$ cat src/rtl/rr_job_ctrl.sv
// Round-robin job controller: grants one of NUM_CH requesters, supervises the worker with a timeout and bounded retries.
// Latency: start seen in IDLE -> issue pulse next cycle; done seen in RUN -> complete next cycle, IDLE the cycle after.
// Backpressure: start is level-held by requesters and only arbitrated in IDLE; HOLD stalls all new grants until init.
module rr_job_ctrl #(
    parameter int NUM_CH    = 4,
    parameter int TIMEOUT   = 16,
    parameter int MAX_RETRY = 2,
    parameter int CH_W      = $clog2(NUM_CH),
    parameter int RETRY_W   = (MAX_RETRY > 0) ? $clog2(MAX_RETRY + 1) : 1
) (
    input  logic               clk,
    input  logic               rst,
    input  logic [NUM_CH-1:0]  start,
    input  logic               done,
    input  logic               init,
    output logic [NUM_CH-1:0]  grant,
    output logic [CH_W-1:0]    ch_id,
    output logic               issue,
    output logic               complete,
    output logic               ack,
    output logic [RETRY_W-1:0] retry_cnt,
    output logic [2:0]         out
);

    localparam int TMR_W = $clog2(TIMEOUT);

    localparam logic [2:0] S_IDLE  = 3'd0;
    localparam logic [2:0] S_RUN   = 3'd1;
    localparam logic [2:0] S_DONE  = 3'd2;
    localparam logic [2:0] S_HOLD  = 3'd3;
    localparam logic [2:0] S_RETRY = 3'd4;

    localparam logic [TMR_W-1:0]   TMR_LAST  = TMR_W'(TIMEOUT - 1);
    localparam logic [NUM_CH-1:0]  ONEHOT0   = {{(NUM_CH-1){1'b0}}, 1'b1};

    logic [2:0]         r_state;
    logic [NUM_CH-1:0]  r_grant;
    logic [CH_W-1:0]    r_ch_id;
    logic [CH_W-1:0]    r_last;
    logic [RETRY_W-1:0] r_retry;
    logic [TMR_W-1:0]   r_timer;

    logic               w_req_vld;
    logic [CH_W-1:0]    w_winner;
    logic [CH_W-1:0]    w_idx;
    int                 w_pos;
    logic               w_legal;
    logic               w_retry_left;

    // Round-robin search: first requester after the last winner, wrapping modulo NUM_CH.
    always_comb begin
        w_req_vld = 1'b0;
        w_winner  = '0;
        w_idx     = '0;
        w_pos     = 0;
        for (int i = 1; i <= NUM_CH; i++) begin
            w_pos = (int'(r_last) + i) % NUM_CH;
            w_idx = CH_W'(w_pos);
            if (!w_req_vld && start[w_idx]) begin
                w_req_vld = 1'b1;
                w_winner  = w_idx;
            end
        end
    end

    assign w_retry_left = (int'(r_retry) < MAX_RETRY);

    // Controller state, grant ownership, attempt timer and retry count.
    always_ff @(posedge clk) begin
        if (rst) begin
            r_state <= S_IDLE;
            r_grant <= '0;
            r_ch_id <= '0;
            r_last  <= CH_W'(NUM_CH - 1);
            r_retry <= '0;
            r_timer <= '0;
        end else begin
            case (r_state)
                S_IDLE: begin
                    if (w_req_vld) begin
                        r_state <= S_RUN;
                        r_grant <= ONEHOT0 << w_winner;
                        r_ch_id <= w_winner;
                        r_last  <= w_winner;
                        r_retry <= '0;
                        r_timer <= '0;
                    end
                end
                S_RUN: begin
                    // done takes priority over an expiring timer in the same cycle
                    if (done) begin
                        r_state <= S_DONE;
                    end else if (r_timer == TMR_LAST) begin
                        if (w_retry_left) begin
                            r_state <= S_RETRY;
                            r_retry <= r_retry + RETRY_W'(1);
                        end else begin
                            r_state <= S_HOLD;
                        end
                    end else begin
                        r_timer <= r_timer + TMR_W'(1);
                    end
                end
                S_DONE: begin
                    r_state <= S_IDLE;
                    r_grant <= '0;
                end
                S_HOLD: begin
                    if (init) begin
                        r_state <= S_IDLE;
                        r_grant <= '0;
                    end
                end
                S_RETRY: begin
                    r_state <= S_RUN;
                    r_timer <= '0;
                end
                default: begin
                    r_state <= S_IDLE;
                    r_grant <= '0;
                    r_timer <= '0;
                end
            endcase
        end
    end

    // Moore outputs decoded from registers; illegal codes look like IDLE.
    assign w_legal   = (r_state <= S_RETRY);
    assign grant     = w_legal ? r_grant : '0;
    assign ch_id     = r_ch_id;
    assign issue     = (r_state == S_RUN) && (r_timer == '0);
    assign complete  = (r_state == S_DONE);
    assign ack       = (r_state == S_HOLD);
    assign retry_cnt = r_retry;
    assign out       = w_legal ? r_state : S_IDLE;

endmodule
$ cat config.mk
export PLATFORM = sky130hd
export DESIGN_NAME = rr_job_ctrl
export DESIGN_NICKNAME = d
export VERILOG_FILES = /design/src/rtl/rr_job_ctrl.sv
export SDC_FILE = /design/constraint.sdc
export NUM_CORES = 1
export LEC_CHECK = 0
export CORE_MARGIN = 2
export CORE_UTILIZATION = 48
export CTS_CLUSTER_DIAMETER = 50
export CTS_CLUSTER_SIZE = 24
export DETAILED_ROUTE_END_ITERATION = 6
export PLACE_DENSITY = 0.77
export SYNTH_ARGS = -nofsm -noshare
export SYNTH_HDL_FRONTEND = slang
export SYNTH_SLANG_ARGS = --single-unit
$ cat constraint.sdc
create_clock -name clk -period 1.9 [get_ports clk]
set_input_delay 0.19 -clock clk [delete_from_list [all_inputs] [get_ports clk]]
set_output_delay 0.19 -clock clk [all_outputs]
set_load 0.02 [all_outputs]
==> results of run 1 <==
[synth_stat cells (2+ instances only)]
cell type,n
a21oi_1,10
and2_1,5
clkbuf_1,3
dfxtp_1,17
ha_1,2
inv_1,6
nand2_1,7
nand2b_1,4
nand3_1,6
nand3b_1,2
nor2_1,11
nor2b_1,4
nor3_1,7
o21a_1,2
o21ai_0,3
o2bb2ai_1,2
or3_2,2
[final timing paths]
| path | endpoint | startpoint | cells past startpoint |
|---|---|---|---|
| setup / recovery | out[1] | r_state[1] | 3 |
| hold reg to reg | r_grant[3] | r_grant[3] | 1 |
| setup reg to reg | r_timer[3] | r_timer[1] | 5 |
| hold / removal | r_grant[3] | r_grant[3] | 1 |
[state kept, by name, summed over array words and instances (netlist names)]
register and cells:
r_timer 4, r_state 3, retry_cnt 2, ch_id 2, r_last 2, r_grant 4
[through the flow]
stage               std cells  instance area [sq um]  hold WS, ns
floorplan                 115                    963        0.357
global placement          168                   1250        0.441
detailed placement        168                   1250        0.445
CTS                       172                   1280        0.475
global route              172                   1280        0.483
finish                    172                   1280        0.467
[layout make-up]
type                       count  area, sq um
inverter                       6         22.5
sequential                    17          340
clock buffer                   3         22.5
clock inverter                 1         5.00
fill                         169          642
timing repair buffer          30          274
multi-input combinational     88          582
tap                           27         33.8
[per-layer routing]
layer | wire, microns | up-vias | track usage (%)
li1 | - | 473 | -
met1 | 1010 | 437 | 23.6
met2 | 1050 | 22 | 32.9
met3 | 105 | 3 | 4.60
met4 | 27 | 0 | 8.57
met5 | 0 | - | 0
[timing repair]
| item | 4_1_cts | 5_1_grt |
|---|---|---|
| endpoints found under the setup margin | 7 | 4 |
| resized for setup | 11 | 4 |
| cloned | 0 | 0 |
[logic make-up after synthesis]
logic type,synth area share (%)
and+or+nand+nor,31.8
AOI/OAI and AO/OA,23.6
DFF,35.3
buffers and inverters,4.67
adders and majority gates,2.60
xor gates and xnor gates,0.909
muxes,1.04
[power groups by stage]
stage,combinational (mW),sequential (mW),clock (mW)
after floorplan,0.164,0.411,0
after global placement,0.264,0.409,0
after detailed placement,0.268,0.411,0
after CTS,0.264,0.403,0.209
after global routing,0.284,0.406,0.230
final,0.259,0.402,0.206
==> summary.md, run 1 <==
| Metric | Value |
|---|---|
| Crit path cell chain | buf_4 > nor2b_1 > clkdlybuf4s50_1 |
| Total number of vias | 935 |
| Post-route ant nets | 0 |
| Power Total | 0.868 mW |
| DP Worst Slack | 0.00219 ns |
| I/O pin count | 22 |
| EDFF count, synth | 0 |
| Yosys top cell by area | dfxtp_1 |
| # clock sinks | 17 |
| # H-tree levels | 1 |
| Die W | 48.8 microns |
| Most frequent cells in the layout | dfxtp_1 (17), clkdlybuf4s50_1 (12), nor2_1 (11) |
| CP Data Required Time | 1.71 ns |
| Final Cycle Share | 93.8% |
| First-iteration detailed-routing DRC count | 12 |
| Switching Fraction | 32.7% |
| Ranking of synthesized cells by area | dfxtp_1 (35%), a21oi_1 (5.2%), nor2_1 (4.3%) |
| Clock power share | 23.7% |
| Syn_nets | 125 |
| Initial core utilization | 50.1% |
| Post-CTS Setup Inserts | 0 |
| DRC | 0 |
| Layout cell share with drive strength beyond 1 | 17.2% |
| Input/output buffers | 21 |
| CP max-delay cell | clkdlybuf4s50_1 |
| Internal power | 0.584 mW |
| Max Slew Vio Count | 0 |
| Post-DR vias/cell | 5.44 |
| Hold Crit Class | reg2reg |
| Critical path fanouts, max | 13 |
| Gate power share | 29.9% |
| CTS tree | yes |
| DIE AREA | 0.00238 sq mm |
| Routed wire length per instance | 12.8 microns |
| Synth warn | 0 |
| Hold buffers post-CTS | 0 |
| Mapped Cells | 115 |
| Fmax | 0.561 GHz |
| Antenna violations before repair | 0 |
| First-pass GRT wire length | 3.68 mm |
| Leakage | 0.563 nW |
| Data arrival, critical path | 1.59 ns |
| Post-layout util | 66.6% |
| Dpl hpwl | 1.68 mm |
| Core ar. | 0.00192 sq mm |
| Post-synthesis sequential area ratio | 35.3% |
| Startpoint Class | flop |
| Critical path's largest stage delay | 0.61 ns |
| Global-route usage over all layers | 19.5% |
| NetSw | 0.284 mW |
| Die Ht | 48.8 microns |
| CP bufs+invs | 2 |
| Mapped Avg Cell Area | 8.38 sq um |
| First drt pass iteration count | 4 |
| Commonest non-fill, non-tap cell in the layout | dfxtp_1 |
| RSZ-0062 raised after global routing | no |
| Final hold violations | 0 |
| Fin crit period | 1.78 ns |
| Largest net degree at the start of global routing | 14 |
| FF+latch count, synth | 17 |
| Relative slew slack | 72.2% |
| Max_cap viols | 0 |
| Vias in the first global route | 897 |
| PnR worst setup slack | 0.119 ns |
| Unique cell type count in the Yosys netlist | 39 |
| Reg-to-reg slack, setup | 0.26 ns |
| Slew @ Worst Pin | 0.414 ns |
| Flop pwr share | 46.4% |
| Worst Skew | 0.00880 ns |
| Rows | 16 |
| Root Buffer | clkbuf_4 |
| Ant. Diodes | 0 |
| CTS max path bufs | 2 |
| Peak supply drop | 0.549 mV |
| Final setup fails | 0 |
| Synth async-reset ratio | 0% |
| Status | complete, no violations |
| CTS Buf Count | 3 |
| P&R area growth vs syn | 32.9% |
| Power Dens Cells | 678 mW/mm^2 |
| Routed WL | 2.19 mm |
| Layout Nets | 156 |
| Setup_tns | 0 ns |
| GR Overflow Total | 0 |
| GPL Wtd Cong | 0.803 |
| Critical path class | reg2out |
| Clock-pin slew on the worst setup and hold paths | 0.11 ns |
| Mapped Area | 963 sq um |
| Synth top area share | 35.3% |
| Synth Flop Type | dfxtp_1 |
| CP top delay family | buffers and inverters |
| Clock Latency Late Sink | 0.31 ns |
| Crit. End Element | primary output |
No activity file was read; power rests on OpenSTA's default activity.
==> run 2, diff against run 1 <==
--- a/config.mk
+++ b/config.mk
@@ -5,6 +5,7 @@
 export SDC_FILE = /design/constraint.sdc
 export NUM_CORES = 1
 export LEC_CHECK = 0
+export CAP_MARGIN = 20
 export CORE_MARGIN = 2
 export CORE_UTILIZATION = 48
 export CTS_CLUSTER_DIAMETER = 50
==> results of run 2 <==
The final DEF is identical to that of run 1; final timing and power are the same.
==> edit 1 (config.mk and constraints of run 1) <==
Put one more register stage on the output `retry_cnt`, with the module's reset. The value now appears one clock later. The other outputs are not delayed to match.
--- a/src/rtl/rr_job_ctrl.sv
+++ b/src/rtl/rr_job_ctrl.sv
@@ -133,3 +133,9 @@
     assign ack       = (r_state == S_HOLD);
-    assign retry_cnt = r_retry;
+    always_ff @(posedge clk) begin
+        if (rst) begin
+            retry_cnt <= '0;
+        end else begin
+            retry_cnt <= r_retry;
+        end
+    end
     assign out       = w_legal ? r_state : S_IDLE;
Check against the original RTL: no difference found for any inputs over 4 cycles, from zero or initial values and one cycle with rst high; that may be too few to reach the edited logic, so the function may still have changed.
==> edit 1 against run 1 <==
Sequential cell count grew 2. Final area rose by 4.5%. Synthesized area up 4.7%. Wire length up 4.7%. Utilization rose by 1.6 points. Power grew 12%. Worst setup slack worse by 16 ps. Die area increased by 4.3%. Critical path type unchanged.
==> edit 1: results (changes against run 1) <==
Route
  – DR WL met3: 81 um (-23%)
  – Initial DRC Count: 18 (+6)
  – Vias per Instance: 5.57 (+2.4%)
  – Total Wirelength: 2.30 mm (+4.7%)
  – Wl on met1: 1.04 mm (+3.6%)
  – Highest metal used: met3

Global routing
  – Met3 Usage GRT: 4.85% (+0.25 points)
  – First-pass GRT wire length: 3.97 mm (+8.1%)
  – Gr usage total: 20.5% (+0.98 points)
  – Routing usage on met1: 25.9% (+2.3 points)

Placed design
  – DP Worst Slack: 10.0 ps (+7.84 ps)
  – Dpl hpwl: 1.79 mm (+6.5%)

Setup path
  – Worst-path fanout max: 6 (-7)
  – Worst path arrival time: 1610 ps (+20 ps)
  – FF-to-FF End: r_grant[1]$_SDFFE_PP0P_

Min path
  – Min-Delay Path Depth: 2 (+1)

Power
  – Leakage dissipation: 0.584 nW (+3.7%)
  – Peak VDD IR: 0.371 mV (-32%)

Timing
  – Clk_skew: 2.35 ps (-6.45 ps)
  – Tightest Pin Transition: 425 ps (+11.3 ps)

Synthesis
  – Syn nets: 130 (+4.0%)
  – Compound-Gate Fraction of Synth Area: 25.3% (+1.7 points)
  – Seq/Total Area, Yosys: 37.7% (+2.4 points)

Finish
  – Layout cells sized above 1: 14.9% (-2.4 points)

Outcome
  – Run status: finished clean

Clocking
  – CTS-repair resized insts: 4 (-7)
==> edit 1: cell count changes after synthesis, sizes merged, moves of 3 or more <==
cell,before,now
nand3,6,2
o21ai,3,6
nor3,7,4
nand2,7,10
==> edit 1: cell families after synthesis <==
family	after synthesis
AOI/OAI and AO/OA	34
xor gates and xnor gates	1
adders and majority gates	2
buffers and inverters	12
DFF	19
muxes	1
and+or+nand+nor	51
==> edit 1: area by class of cell <==
| class | instances | area (sq um) |
|---|---|---|
| Clock buffer | 4 | 26.3 |
| Fill cell | 182 | 624 |
| Inverter | 6 | 22.5 |
| Multi-Input combinational cell | 89 | 586 |
| Sequential cell | 19 | 382 |
| Tap cell | 27 | 33.8 |
| Timing Repair Buffer | 30 | 288 |
==> edit 1: worst max-delay path by stage <==
stage	startpoint	endpoint	slack, ps
finish	r_state[0]$_SDFFE_PP0P_	grant[1]	100
global route	r_state[1]$_SDFFE_PP0P_	out[1]	5
CTS	r_state[0]$_SDFFE_PP0P_	grant[3]	30
detailed placement	start[2]	r_timer[1]$_SDFFE_PP0P_	10
global placement	start[2]	r_timer[1]$_SDFFE_PP0P_	70
floorplan	r_timer[0]$_SDFFE_PP0P_	r_timer[3]$_SDFFE_PP0P_	520
==> edit 1: where the power goes <==
| group | internal [W] | switching (W) | total [W] |
|---|---|---|---|
| combinational | 0.000146 | 0.000160 | 0.000306 |
| clock | 0.0000816 | 0.000118 | 0.000200 |
| sequential | 0.000432 | 0.0000301 | 0.000462 |
==> edit 1: stage by stage <==
step,hold slack (ps),area [sq um],instances
6_report,452,1340,175
5_1_grt,472,1340,175
4_1_cts,448,1320,175
3_5_place_dp,434,1300,171
3_3_place_gp,429,1300,171
2_1_floorplan,398,1010,120
==> edit 2 (config.mk and constraints of run 1) <==
Without the edit above. Change the parameter `MAX_RETRY` from 2 to 4.
--- a/src/rtl/rr_job_ctrl.sv
+++ b/src/rtl/rr_job_ctrl.sv
@@ -6,3 +6,3 @@
     parameter int TIMEOUT   = 16,
-    parameter int MAX_RETRY = 2,
+    parameter int MAX_RETRY = 4,
     parameter int CH_W      = $clog2(NUM_CH),
Interface: changed (resized retry_cnt); port bits go from 22 to 23. No check against the original RTL was run, so the function may have changed too.
==> edit 2 against run 1 <==
Non-clock buffer count stayed put. Power grew 6.6%. Sequential cell count rose by 1. Worst setup slack got worse by 15 ps. Sequential power rose by 7.5%. Critical path depth stayed put. Wire length rose by 6.9%. Final area grew 6.1%. Sequential share of layout area is 0.32 points higher. Synthesized area grew 4.8%. Critical path type unchanged. Critical endpoint is now grant[0]. Highest routed layer unchanged.
==> edit 2: results (changes against run 1) <==
Synthesis
  – Syn_area_per_cell: 8.28 sq um (-1.2%)
  – Synth warn: 0 (unchanged)
  – Post-synthesis mux area share: 1.98% (+0.94 points)
  – Post-Synth XOR/XNOR Area: 0.867% (-0.042 points)
  – Seq/Total Area, Yosys: 35.7% (+0.36 points)
  – Cell variety after synth: 42 (+7.7%)
  – Synth Area in Adders: 3.72% (+1.1 points)
  – Top cells by area, synth: dfxtp_1, nand2_1, a21oi_1, nor3_1, ha_1
  – FFs w/ async S/R, synth: 0% (unchanged)
  – Compound-Gate Fraction of Synth Area: 20.4% (-3.2 points)
  – Syn nets: 133 (+6.4%)
  – Synth top cells by count: dfxtp_1, nand2_1, a21oi_1, nor3_1, nor2_1
  – Primary FF master, synth: dfxtp_1

Timing
  – Clk_skew: 7.86 ps (-0.944 ps)
  – Fin. max-slew vios: 0 (unchanged)
  – Tightest Pin Transition: 426 ps (+11.6 ps)

Global routing
  – Initial antenna violation count: 0 (unchanged)
  – Met2 Use GR: 34.7% (+1.8 points)
  – Pin count of the biggest net entering global routing: 12 (-2)
  – Met3 Usage GRT: 3.94% (-0.66 points)
  – Gr usage total: 21.4% (+1.9 points)
  – First-pass GRT wire length: 4.08 mm (+11%)
  – Vias in the first global route: 923 (+2.9%)
  – Routing usage on met1: 27.4% (+3.8 points)

Power
  – Sequential group power: 0.000432 W (+7.5%)
  – Seq pwr share: 46.7% (+0.3 points)
  – Sw Share: 30.4% (-2.4 points)
  – Leakage dissipation: 0.581 nW (+3.2%)
  – Combinational share of power: 27.0% (-2.9 points)
  – Peak VDD IR: 0.483 mV (-12%)

Outcome
  – Run status: finished clean

Placed design
  – Dpl hpwl: 1.72 mm (+2.3%)
  – DP Cell Count: 173 (+3.0%)
  – PortBufs: 22 (+4.8%)
  – Final GP Congestion: 0.858 (+6.8%)

Route
  – Initial DRC Count: 21 (+9)
  – Number of remaining DRC errors: 0 (unchanged)
  – Pre-antenna DRT Iters: 4 (unchanged)
  – Vias per Instance: 5.67 (+4.3%)
  – Routed wire per std cell: 13.2 um (+3.9%)

Clocking
  – H-tree Lvls: 1 (unchanged)
  – Root Buffer: clkbuf_4
  – TritonCTS Buffers: 3 (unchanged)
  – Clk_lat worst skew: 300 ps
  – Bufs on Longest Clock Path: 2 (unchanged)
  – Clk slew on worst S/H paths: 110 ps (about the same)

Min path
  – Hold Path Class: reg2reg

Setup path
  – Worst path arrival time: 1610 ps (+20 ps)
  – Worst-path fanout max: 11 (-2)

Finish
  – Final Net Count: 162 (+3.8%)
  – Final Non-Filler Cells: 177 (+2.9%)
  – Ant diodes: 0 (unchanged)
  – Biggest regs: r_grant (4), r_timer (4)
  – Layout cells sized above 1: 14.7% (-2.6 points)
## edit 2: logic make-up after synthesis
kind of cell             after synthesis
AO/OA/AOI/OAI                         29
XOR/XNOR                               1
adder cells (fa/ha/maj)                3
buffers and inverters                 11
flip-flops                            18
multiplexers                           2
AND/OR/NAND/NOR                       58
## edit 2: routing by layer
| layer | part of all wire [%] | vias to the layer above |
|---|---|---|
| li1 | - | 503 |
| met1 | 47 | 466 |
| met2 | 46 | 28 |
| met3 | 4.3 | 7 |
| met4 | 2.5 | 0 |
| met5 | 0 | - |
## edit 2: what timing repair did
item	in CTS	in global routing
gates resized for setup	6	5
hold endpoints to repair	0	0
pin swaps	0	0
setup buffers	0	0
gates cloned	0	0
setup endpoints to repair	8	6
## edit 2: worst paths after layout
kind	from	endpoint	slack [ps]	cells past startpoint
setup reg to reg	r_state[1]$_SDFFE_PP0P_	r_timer[3]$_SDFFE_PP0P_	210	4
hold / removal	r_grant[3]$_SDFFE_PP0P_	r_grant[3]$_SDFFE_PP0P_	470	1
setup / recovery	r_state[1]$_SDFFE_PP0P_	grant[0]	100	3
hold reg to reg	r_grant[3]$_SDFFE_PP0P_	r_grant[3]$_SDFFE_PP0P_	470	1
## edit 2: final cells by class
class,count,area (sq um)
Tap cell,27,33.8
Clock buffer,4,36.3
Timing Repair Buffer,30,289
Sequential cell,18,365
Fill cell,171,624
Inverter,5,18.8
Multi-Input combinational cell,93,614
## edit 2: through the flow
| step | area (sq um) | setup slack, ps |
|---|---|---|
| floorplan | 1010 | 365 |
| global placement | 1300 | 100 |
| detailed placement | 1300 | 44.3 |
| CTS | 1340 | 0.325 |
| global route | 1360 | 7.84 |
| finish | 1360 | 104 |
## edit 2: critical path, stage by stage (launching register included)
cell	delay, ps
dfxtp_4	400
o21ai_2	170
and2_1	140
clkdlybuf4s50_1	590
